===== src/rtl/pokey_pkg.sv =====
// ---------------------------------------------------------------------------
// pokey_pkg
// Shared constants and helpers for the POKEY audio frequency divider.
//   AUDF_W     : width of one AUDF register / channel byte
//   FAST_OFF8  : reload offset added to channel A when it runs at clk rate
//   FAST_OFF16 : reload offset added to the joined 16-bit counter when fast
//   CNT_A_W    : channel A counter width (one extra bit so AUDF+3 never wraps)
//   CNT_B_W    : channel B counter width
//   JOIN_W     : width of the joined B:A counter
// ---------------------------------------------------------------------------
package pokey_pkg;

  localparam int AUDF_W     = 8;
  localparam int FAST_OFF8  = 3;
  localparam int FAST_OFF16 = 6;
  localparam int CNT_A_W    = AUDF_W + 1;
  localparam int CNT_B_W    = AUDF_W;
  localparam int JOIN_W     = 2 * AUDF_W;

  typedef logic [AUDF_W-1:0] audf_t;
  typedef logic [JOIN_W-1:0] join_t;

  // Adds the fast-clock offset to a 16-bit AUDF pair, clamping at all-ones
  // instead of wrapping so a huge AUDF never turns into a tiny period.
  function automatic join_t sat_add16(input join_t base, input logic add_off);
    logic [JOIN_W:0] sum;
    sum = {1'b0, base} + (add_off ? (JOIN_W+1)'(FAST_OFF16) : '0);
    return sum[JOIN_W] ? '1 : sum[JOIN_W-1:0];
  endfunction

endpackage


===== src/rtl/pokey_div_chan.sv =====
// ---------------------------------------------------------------------------
// pokey_div_chan
// One down-counting divider channel. State changes on the falling clock edge.
// Ports:
//   clk_i      : system clock (falling edge active)
//   rst_ni     : asynchronous active-low reset
//   en_i       : count enable for this cycle
//   force_i    : load reload_i unconditionally, no tick (STIMER)
//   tick_en_i  : allow an underflow to raise tick_o
//   reload_i   : value loaded on underflow or force
//   cnt_o      : current counter value
//   zero_o     : counter currently holds zero (used for chaining)
//   tick_o     : registered one-cycle underflow pulse
// ---------------------------------------------------------------------------
module pokey_div_chan
  import pokey_pkg::*;
#(
  parameter int W = CNT_B_W
) (
  input  logic         clk_i,
  input  logic         rst_ni,
  input  logic         en_i,
  input  logic         force_i,
  input  logic         tick_en_i,
  input  logic [W-1:0] reload_i,
  output logic [W-1:0] cnt_o,
  output logic         zero_o,
  output logic         tick_o
);

  logic [W-1:0] cnt_q, cnt_d;
  logic         tick_q, tick_d;

  assign zero_o = (cnt_q == '0);
  assign cnt_o  = cnt_q;
  assign tick_o = tick_q;

  // Force beats the enable, so a STIMER landing on an underflow cycle
  // reloads silently instead of ticking.
  always_comb begin
    cnt_d  = cnt_q;
    tick_d = 1'b0;
    if (force_i) begin
      cnt_d = reload_i;
    end else if (en_i) begin
      if (zero_o) begin
        cnt_d  = reload_i;
        tick_d = tick_en_i;
      end else begin
        cnt_d = cnt_q - W'(1);
      end
    end
  end

  // Falling-edge state to line up with the cell2pr-style downstream flops.
  always_ff @(negedge clk_i or negedge rst_ni) begin
    if (!rst_ni) begin
      cnt_q  <= '0;
      tick_q <= 1'b0;
    end else begin
      cnt_q  <= cnt_d;
      tick_q <= tick_d;
    end
  end

endmodule


===== src/rtl/pokey_freq_div.sv =====
// ---------------------------------------------------------------------------
// pokey_freq_div
// Dual-channel POKEY audio frequency divider. Two AUDF-driven down-counters
// emit one-clock underflow ticks for the polynomial/distortion stage.
// Optional 16-bit join mode is compiled in with `define POKEY_JOIN16_EN;
// without it the join_i port is ignored and channels are always independent.
// Ports:
//   clk_i             : system clock, all state updates on the falling edge
//   rst_ni            : asynchronous active-low reset
//   base_tick_i       : prescaler enable (64 kHz / 15 kHz)
//   fast_a_i          : channel A counts every clk instead of base_tick_i
//   audf_a_i/audf_b_i : AUDF write data for channels A and B
//   wr_a_i/wr_b_i     : AUDF write strobes
//   stimer_i          : reload both counters, no tick
//   join_i            : 16-bit link mode request (B high byte, A low byte)
//   tick_a_o/tick_b_o : registered underflow pulses
//   cnt_a_o/cnt_b_o   : current counter values (debug)
// ---------------------------------------------------------------------------
module pokey_freq_div
  import pokey_pkg::*;
(
  input  logic               clk_i,
  input  logic               rst_ni,
  input  logic               base_tick_i,
  input  logic               fast_a_i,
  input  logic [AUDF_W-1:0]  audf_a_i,
  input  logic [AUDF_W-1:0]  audf_b_i,
  input  logic               wr_a_i,
  input  logic               wr_b_i,
  input  logic               stimer_i,
  input  logic               join_i,
  output logic               tick_a_o,
  output logic               tick_b_o,
  output logic [CNT_A_W-1:0] cnt_a_o,
  output logic [CNT_B_W-1:0] cnt_b_o
);

  audf_t audf_a_q, audf_a_d;
  audf_t audf_b_q, audf_b_d;

  logic               en_a, en_b;
  logic [CNT_A_W-1:0] fast_off_a;
  logic [CNT_A_W-1:0] rel_a_ind;

  logic               cha_en, cha_force, cha_tick_en, cha_zero;
  logic [CNT_A_W-1:0] cha_reload;
  logic               chb_en, chb_force, chb_tick_en, chb_zero;
  logic [CNT_B_W-1:0] chb_reload;

  // The next-state AUDF value doubles as the reload source, which gives the
  // write-bypass for a reload in the same cycle as the strobe.
  always_comb begin
    audf_a_d = wr_a_i ? audf_a_i : audf_a_q;
    audf_b_d = wr_b_i ? audf_b_i : audf_b_q;
  end

  // AUDF holding registers; a write alone never touches the counters.
  always_ff @(negedge clk_i or negedge rst_ni) begin
    if (!rst_ni) begin
      audf_a_q <= '0;
      audf_b_q <= '0;
    end else begin
      audf_a_q <= audf_a_d;
      audf_b_q <= audf_b_d;
    end
  end

  assign en_a       = fast_a_i | base_tick_i;
  assign en_b       = base_tick_i;
  assign fast_off_a = fast_a_i ? CNT_A_W'(FAST_OFF8) : '0;
  assign rel_a_ind  = {1'b0, audf_a_d} + fast_off_a;

`ifdef POKEY_JOIN16_EN
  logic  join_q, join_d;
  logic  a_uf, full_uf, boundary;
  join_t rel16;

  // A mode change is only honoured at a reload boundary of the mode that is
  // currently active, so a running count is never reinterpreted.
  assign a_uf     = en_a & cha_zero;
  assign full_uf  = a_uf & chb_zero;
  assign boundary = stimer_i | (join_q ? full_uf : a_uf);
  assign join_d   = boundary ? join_i : join_q;
  assign rel16    = sat_add16({audf_b_d, audf_a_d}, fast_a_i);

  // In join mode A's own reload is replaced by a wrap to 0xFF so the low
  // byte borrows into B; a real reload only happens on full 16-bit underflow.
  // Entering join from an A reload also forces B onto the high byte.
  always_comb begin
    cha_en      = en_a;
    cha_force   = stimer_i;
    cha_tick_en = ~join_q;
    if (join_q && !boundary) begin
      cha_reload = {1'b0, {AUDF_W{1'b1}}};
    end else if (join_d) begin
      cha_reload = {1'b0, rel16[AUDF_W-1:0]};
    end else begin
      cha_reload = rel_a_ind;
    end
    chb_en      = join_q ? a_uf : en_b;
    chb_force   = stimer_i | (~join_q & join_d);
    chb_tick_en = 1'b1;
    chb_reload  = join_d ? rel16[JOIN_W-1:AUDF_W] : audf_b_d;
  end

  // Active link mode, latched at reload boundaries.
  always_ff @(negedge clk_i or negedge rst_ni) begin
    if (!rst_ni) begin
      join_q <= 1'b0;
    end else begin
      join_q <= join_d;
    end
  end
`else
  logic unused_join;

  assign cha_en      = en_a;
  assign cha_force   = stimer_i;
  assign cha_tick_en = 1'b1;
  assign cha_reload  = rel_a_ind;
  assign chb_en      = en_b;
  assign chb_force   = stimer_i;
  assign chb_tick_en = 1'b1;
  assign chb_reload  = audf_b_d;
  assign unused_join = ^{join_i, cha_zero, chb_zero};
`endif

  pokey_div_chan #(.W(CNT_A_W)) u_chan_a (
    .clk_i     (clk_i),
    .rst_ni    (rst_ni),
    .en_i      (cha_en),
    .force_i   (cha_force),
    .tick_en_i (cha_tick_en),
    .reload_i  (cha_reload),
    .cnt_o     (cnt_a_o),
    .zero_o    (cha_zero),
    .tick_o    (tick_a_o)
  );

  pokey_div_chan #(.W(CNT_B_W)) u_chan_b (
    .clk_i     (clk_i),
    .rst_ni    (rst_ni),
    .en_i      (chb_en),
    .force_i   (chb_force),
    .tick_en_i (chb_tick_en),
    .reload_i  (chb_reload),
    .cnt_o     (cnt_b_o),
    .zero_o    (chb_zero),
    .tick_o    (tick_b_o)
  );

endmodule

===== config.mk =====
export PLATFORM = sky130hd
export DESIGN_NAME = pokey_freq_div
export DESIGN_NICKNAME = d
export VERILOG_FILES = /design/src/rtl/pokey_pkg.sv /design/src/rtl/pokey_div_chan.sv /design/src/rtl/pokey_freq_div.sv
export SDC_FILE = /design/constraint.sdc
export NUM_CORES = 1
export LEC_CHECK = 0
export CAP_MARGIN = 25
export CORE_MARGIN = 8
export CORE_UTILIZATION = 35
export DETAILED_ROUTE_END_ITERATION = 12
export HOLD_SLACK_MARGIN = 0.1
export PLACE_DENSITY = 0.69
export SLEW_MARGIN = 20
export SYNTH_ARGS = -nofsm -noshare
export SYNTH_HDL_FRONTEND = slang
export SYNTH_HIERARCHICAL = 1
export SYNTH_SLANG_ARGS = --single-unit

===== constraint.sdc =====
create_clock -name clk_i -period 4.9 [get_ports clk_i]
set_input_delay 0.98 -clock clk_i [delete_from_list [all_inputs] [get_ports clk_i]]
set_output_delay 0.98 -clock clk_i [all_outputs]
set_load 0.05 [all_outputs]

# == Yosys cells after proc, flatten, opt, wreduce, memory -nomap -nowiden ==
# Cells that the tools add are included.
# word_totals
regBits,35
input_bits,24
output_inout_bits,19
elab_cells,29
# op_classes
add_sub_neg,3
n_mux,15
bitwise,1
n_reduce_logical,4
# ops
operator,n
8-bit two-way mux,5
9-bit two-way mux,3
8-bit by 2-bit adder with 9-bit output,1
9-bit logical NOT,1
"9-bit by 1-bit subtractor with 9-bit output, second input constant",1
8-bit logical NOT,1
"8-bit by 1-bit subtractor with 8-bit output, second input constant",1
1-bit two-way mux,6
2-bit nonzero test,2
2-bit two-way mux,1
1-bit bitwise OR,1

# == Longest topological paths before layout ==
# Gate-level depths: netlist (run 1).
# depth
ltp_word,5
ltp_mapped,10
mapped_depth_nobuf,9

# == Hierarchy ==
# The synthesis (run 1) kept the hierarchy.
# by_module_without_submodules
mod,instances,cells_each,area_per_inst_um2,seq_area_each_um2
pokey_freq_div,1,69,808.3,400.4
pokey_div_chan (u_chan_a),1,70,625.6,250.2
pokey_div_chan (u_chan_b),1,72,621.8,225.2

==> impl_metrics.yaml, run 1 <==
final_layout:
  layout-drive-gt1-share_pct: 30.5
  finalNetCount: 308
  syn_to_final_growth_pct: 37.8
  instances_no_fill: 354
  fill_cells: 598
  diodes: 0
  final_area_mm2: 0.00283
  fin_util_pct: 48.7
  regArea_um2: 876
  multi_input_area_mm2: 0.00111
worst_setup_path:
  required_ns: 2.75
  crit_chain: "clkdlybuf4s50_1, or2_2, or4b_4, a311oi_1, a21oi_1, o21ai_0"
  cp-end-kind: "flop"
  cp-start-kind: "primary input"
  max_stage_delay_ns: 0.51
  critical_path_arrival_ns: 2.69
  crit_fanout: 4
  critPathKind: "primary input to flop"
  cp_slowest_cell: "clkdlybuf4s50_1"
place:
  gp_routability_congestion: 0.899
  dpl.hpwl_um: 4050
  place_area_mm2: 0.00272
  dpl.cell_count: 345
  numPortBuffers: 41
synth:
  seq_area_frac_synth_pct: 42.6
  yosysUniqueCellTypes: 59
  synth_area_leaders: "dfrtn_1 43%, mux2_2 5.5%, inv_1 3.7%"
  synth_commonest_cells: "35 x dfrtn_1, 20 x inv_1, 19 x nand2_1"
  post-synth-top-count-cell: "dfrtn_1"
  synth_warnings: 6
  yosys.area.top_type_share_pct: 42.6
  synth_seq_cells: 35
  netlist_area_mm2: 0.00206
  yosys.area.top_type: "dfrtn_1"
  synth_edf_count: 0
  avgSynthCellArea_um2: 9.74
  synthArstFlopShare_pct: 100
  synth_ff_type: "dfrtn_1"
  syn-instance-count: 211
sta:
  drv_slew: 0
  setup_viol: 0
  finalHoldViolCount: 0
  rsz0062_at_grt: "false"
  clock_skew_ns: 0.00608
  whs_ns: 0.447
die:
  dieArea_mm2: 0.00858
  die_w_um: 92.6
  ios: 43
  core-area_mm2: 0.00582
  num_rows: 28
  die_h_um: 92.6
  start_util_pct: 35.3
global_routing:
  grt_max_degree: 36
  grt_pass1_wl_um: 9000
  grt_pass1_vias: 1932
  grt_overflow_total: 0
  antenna_found_initial: 0
  grt_usage_pct: 13.0
clock_tree:
  numCtsBuffers: 5
  cts_buffer_depth: 2
  clk_pin_slew_worst_paths_ns: 0.05
  htreeDepth: 2
  worst_skew_pair.late_latency_ns: 0.30
  cts_tree: "yes"
  clock-sinks: 35
  ctsRootBufferMaster: "clkbuf_8"
  ctsHoldBuffers: 0
outcome:
  status: "finished, final reports clean"
route:
  postRouteAntennaNets: 0
  vias_per_cell: 5.24
  wl_per_cell_um: 15.1
  first_pass_iters: 4
  drc_errors: 0
  drt_iter0_drc: 69
  vias: 1855
  finalWirelength_um: 5340
job:
  max_cap_violations: 0
power:
  vdd_drop_max_uv: 217
  cellLeakagePower_uw: 0.00125
  powerDensity_mw_per_mm2: 326
worst_hold_path:
  hold_class: "flop to flop"
-- registers in the layout (all words and copies together), names as in the netlist --
register and count:
audf_a_q 8, u_chan_a/cnt_o 9, u_chan_a/tick_o 1, u_chan_b/cnt_o 8, audf_b_q 8, u_chan_b/tick_o 1
-- logic make-up (layout without fill, tap and decap cells) --
logic type / Yosys count / after routing / share of synthesized area (%)
simple gates: 73 / 73 / 20.2
compound gates: 45 / 45 / 15.5
flops: 35 / 35 / 42.6
buf+inv: 30 / 97 / 6.76
mux: 17 / 17 / 9.07
fa+ha+maj: 6 / 6 / 4.02
xor+xnor: 4 / 4 / 1.70
other cells: 1 / 2 / 0.182
-- stage by stage --
stage	worst slack [ns]	setup TNS, ns	total power [µW]
floorplan	0.0133	0	586
global placement	-0.582	-4.26	710
detailed placement	-0.646	-4.78	718
CTS	0.0736	0	931
global route	0.00604	0	979
finish	0.0565	0	925
-- cell type report --
class,count,area share (%)
multi-input cells,147,39.4
flip-flops and latches,35,30.9
repair buffers,68,20.8
well taps,75,3.31
inverters,21,2.78
clock buffers,7,2.69
clock inverters,1,0.177
-- repair_timing --
item                                    CTS  global route
pin swaps                                 4             1
buffers inserted                          1             0
gates resized for setup                  10             1
endpoints found under the setup margin    8             1
-- where the power goes --
part	internal [µW]	leakage (µW)	switching, µW
logic	145	0.000795	194
registers	329	0.000416	49.0
clock network	99.9	0.0000422	109
-- path summary, 6_finish.rpt --
| check | start | end | slack [ns] | depth (start not counted) |
|---|---|---|---|---|
| worst max-delay path | base_tick_i | u_chan_a/cnt_o[3] | 0.06 | 6 |
| worst min-delay path | audf_b_q[1] | audf_b_q[1] | 0.45 | 1 |
| worst max register to register | u_chan_b/cnt_o[0] | u_chan_b/cnt_o[5] | 2.96 | 7 |
| worst min register to register | audf_b_q[1] | audf_b_q[1] | 0.45 | 1 |
| max in group asynchronous | rst_ni | u_chan_a/cnt_o[7] | 1.08 | 2 |
| min in group asynchronous | rst_ni | audf_a_q[1] | 3.45 | 2 |
-- worst max-delay path, delay by kind of cell --
family                 cells  cell delay, ns
AO/OA/AOI/OAI              3            0.54
AND/OR/NAND/NOR            2            0.66
buffers and inverters      1            0.51
-- placed cells by master, fill, tap and decap left out, types with 2 or more instances in the layout --
master / count
mux2i_1: 5
a21oi_4: 2
dfrtn_1: 35
nand3b_1: 2
nand2_1: 19
buf_12: 2
clkbuf_1: 2
nand3_1: 8
o22ai_1: 4
mux2_2: 9
xor2_1: 2
nor4_1: 3
a211oi_1: 2
o21ai_0: 5
o211ai_1: 2
inv_1: 19
nor3_1: 5
a31oi_1: 2
o32a_1: 2
clkdlybuf4s50_1: 18
a311oi_1: 2
a22oi_1: 2
dlygate4sd2_1: 3
xnor2_1: 2
inv_2: 2
ha_1: 4
nor2_1: 14
conb_1: 2
and3_1: 2
or2_2: 2
a21oi_1: 9
clkbuf_8: 5
buf_4: 44
-- per-layer routing --
metal  global-route usage (%)  up-vias  share of wire [%]
li1                         -      891                  -
met1                     15.2      904                 43
met2                     22.3       51                 49
met3                     4.05        9                6.6
met4                     3.76        0                1.4
met5                        0        -                  0
Power figures use the tool's default switching activity.
==> run 2, diff against run 1 <==
Settings changed: CTS_CLUSTER_SIZE set to 30.
==> results of run 2 <==
Final layout, timing and power as in run 1 (identical DEF).
==> run 3, diff against run 2 <==
Settings changed: PLACE_DENSITY 0.69 to 0.6.
==> run 3 against run 2 <==
- sequential share of layout area rose by 0.19 points
- clock power rose by 3%
- power rose by 0.45%
- die area did not move
- largest power group unchanged
- cell count fell by 0.85%
- critical path type unchanged
- register-to-register slack barely moved
- sequential cell count did not move
- critical endpoint unchanged
- first-iteration DRC count fell by 7.2%
- design area fell by 0.62%
==> impl_metrics.yaml, run 3 (same netlist as run 1, synthesis figures left out) <==
clock_tree:
  worst_skew_pair.late_latency_ns: 0.29
  cts_tree: "yes"
  numCtsBuffers: 5
  clk_pin_slew_worst_paths_ns: 0.05
  cts_buffer_depth: 2
  clock-sinks: 35
  ctsHoldBuffers: 0
  cts_setup_buffers: 0
  ctsRootBufferMaster: "clkbuf_8"
  htreeDepth: 2
worst_setup_path:
  critPathKind: "primary input to flop"
  cp-start-kind: "primary input"
  crit_fanout: 4
  required_ns: 2.76
  critical_path_arrival_ns: 2.66
  cp-end-kind: "flop"
die:
  dieArea_mm2: 0.00858
  core-area_mm2: 0.00582
  start_util_pct: 35.3
  ios: 43
  num_rows: 28
  die_h_um: 92.6
  die_w_um: 92.6
final_layout:
  diodes: 0
  final_cell_mix: "41 x buf_4, 35 x dfrtn_1, 19 x inv_1, 19 x nand2_1, 18 x clkdlybuf4s50_1"
  syn_to_final_growth_pct: 36.9
  largest_register_ffs: 9
  final_common_cell: "buf_4"
  final_area_mm2: 0.00282
  instances_no_fill: 351
  fin_util_pct: 48.4
  finalNetCount: 306
  layout-drive-gt1-share_pct: 30.1
place:
  place_area_mm2: 0.00272
  dpl.hpwl_um: 4000
  numPortBuffers: 41
  dpl.cell_count: 344
  gp_routability_congestion: 0.843
route:
  drc_errors: 0
  wl_per_cell_um: 14.9
  first_pass_iters: 4
  vias_per_cell: 5.14
  drt_iter0_drc: 64
  finalWirelength_um: 5230
  postRouteAntennaNets: 0
  vias: 1803
global_routing:
  grt_usage_pct: 12.9
  grt_pass1_wl_um: 8920
  antenna_found_initial: 0
  grt_max_degree: 36
  grt_overflow_total: 0
  grt_pass1_vias: 1906
sta:
  setup_viol: 0
  setup_tns_ns: 0
  whs_ns: 0.447
  worst_pin_slew_ns: 0.511
  finalHoldViolCount: 0
  clock_skew_ns: 0.00417
  rsz0062_at_grt: "false"
  maxSlewHeadroom_pct: 65.7
  drv_slew: 0
power:
  vdd_drop_max_uv: 164
  powerDensity_mw_per_mm2: 330
  cellLeakagePower_uw: 0.00125
worst_hold_path:
  hold_class: "flop to flop"
job:
  max_cap_violations: 0
outcome:
  status: "finished, final reports clean"
-- run 3: cell types whose count changed in the layout (fill, tap and decap cells not counted), sizes merged --
cell,before,now
buf,46,45
clkbuf,7,6
clkdlybuf4s15,1,0
-- run 3: critical path: stages --
cell             delay (ns)
clkdlybuf4s50_1        0.50
or2_2                  0.16
or4b_4                 0.50
a311oi_1               0.29
a21oi_1                0.07
o21ai_0                0.15
-- run 3: final cells by class --
type,instances,area (µm²)
multi-input combinational,147,1100
inverter,21,78.8
clock inverter,1,5.00
fill,571,3000
clock buffer,6,82.6
timing repair buffer,66,579
sequential,35,876
tap,75,93.8
-- run 3: path summary, 6_finish.rpt --
check	endpoint	slack, ns	startpoint	depth (start not counted)
max reg2reg	u_chan_b/cnt_o[5]	2.95	u_chan_b/cnt_o[0]	7
max in group asynchronous	u_chan_a/cnt_o[8]	1.09	rst_ni	2
min in group asynchronous	audf_a_q[1]	3.45	rst_ni	2
min reg2reg	audf_b_q[2]	0.45	audf_b_q[2]	1
max	u_chan_a/cnt_o[3]	0.10	base_tick_i	6
min	audf_b_q[2]	0.45	audf_b_q[2]	1
-- run 3: routing by layer --
metal	global-route usage (%)	vias to the layer above	wire (µm)
met5	0	-	0
met2	22.1	49	2590
met4	3.89	0	40
li1	-	884	-
met1	15.1	865	2280
met3	3.96	5	323
-- run 3: what timing repair did --
action	CTS	global route
endpoints found under the setup margin	8	2
gates cloned	0	0
pin swaps	3	2
gates resized for setup	9	1
-- run 3: stage by stage --
stage          setup slack [ns]  total power (µW)
5_1_grt                  0.0264               983
4_1_cts                  0.0657               940
2_1_floorplan            0.0133               586
6_report                  0.105               929
3_5_place_dp             -0.629               720
3_3_place_gp             -0.587               716
-- run 3: where the power goes --
group,total (µW),switching [µW],internal (µW),leakage (µW)
logic,336,191,146,0.000786
clock network,214,104,110,0.0000470
registers,378,49.6,329,0.000416
total,929,344,585,0.00125
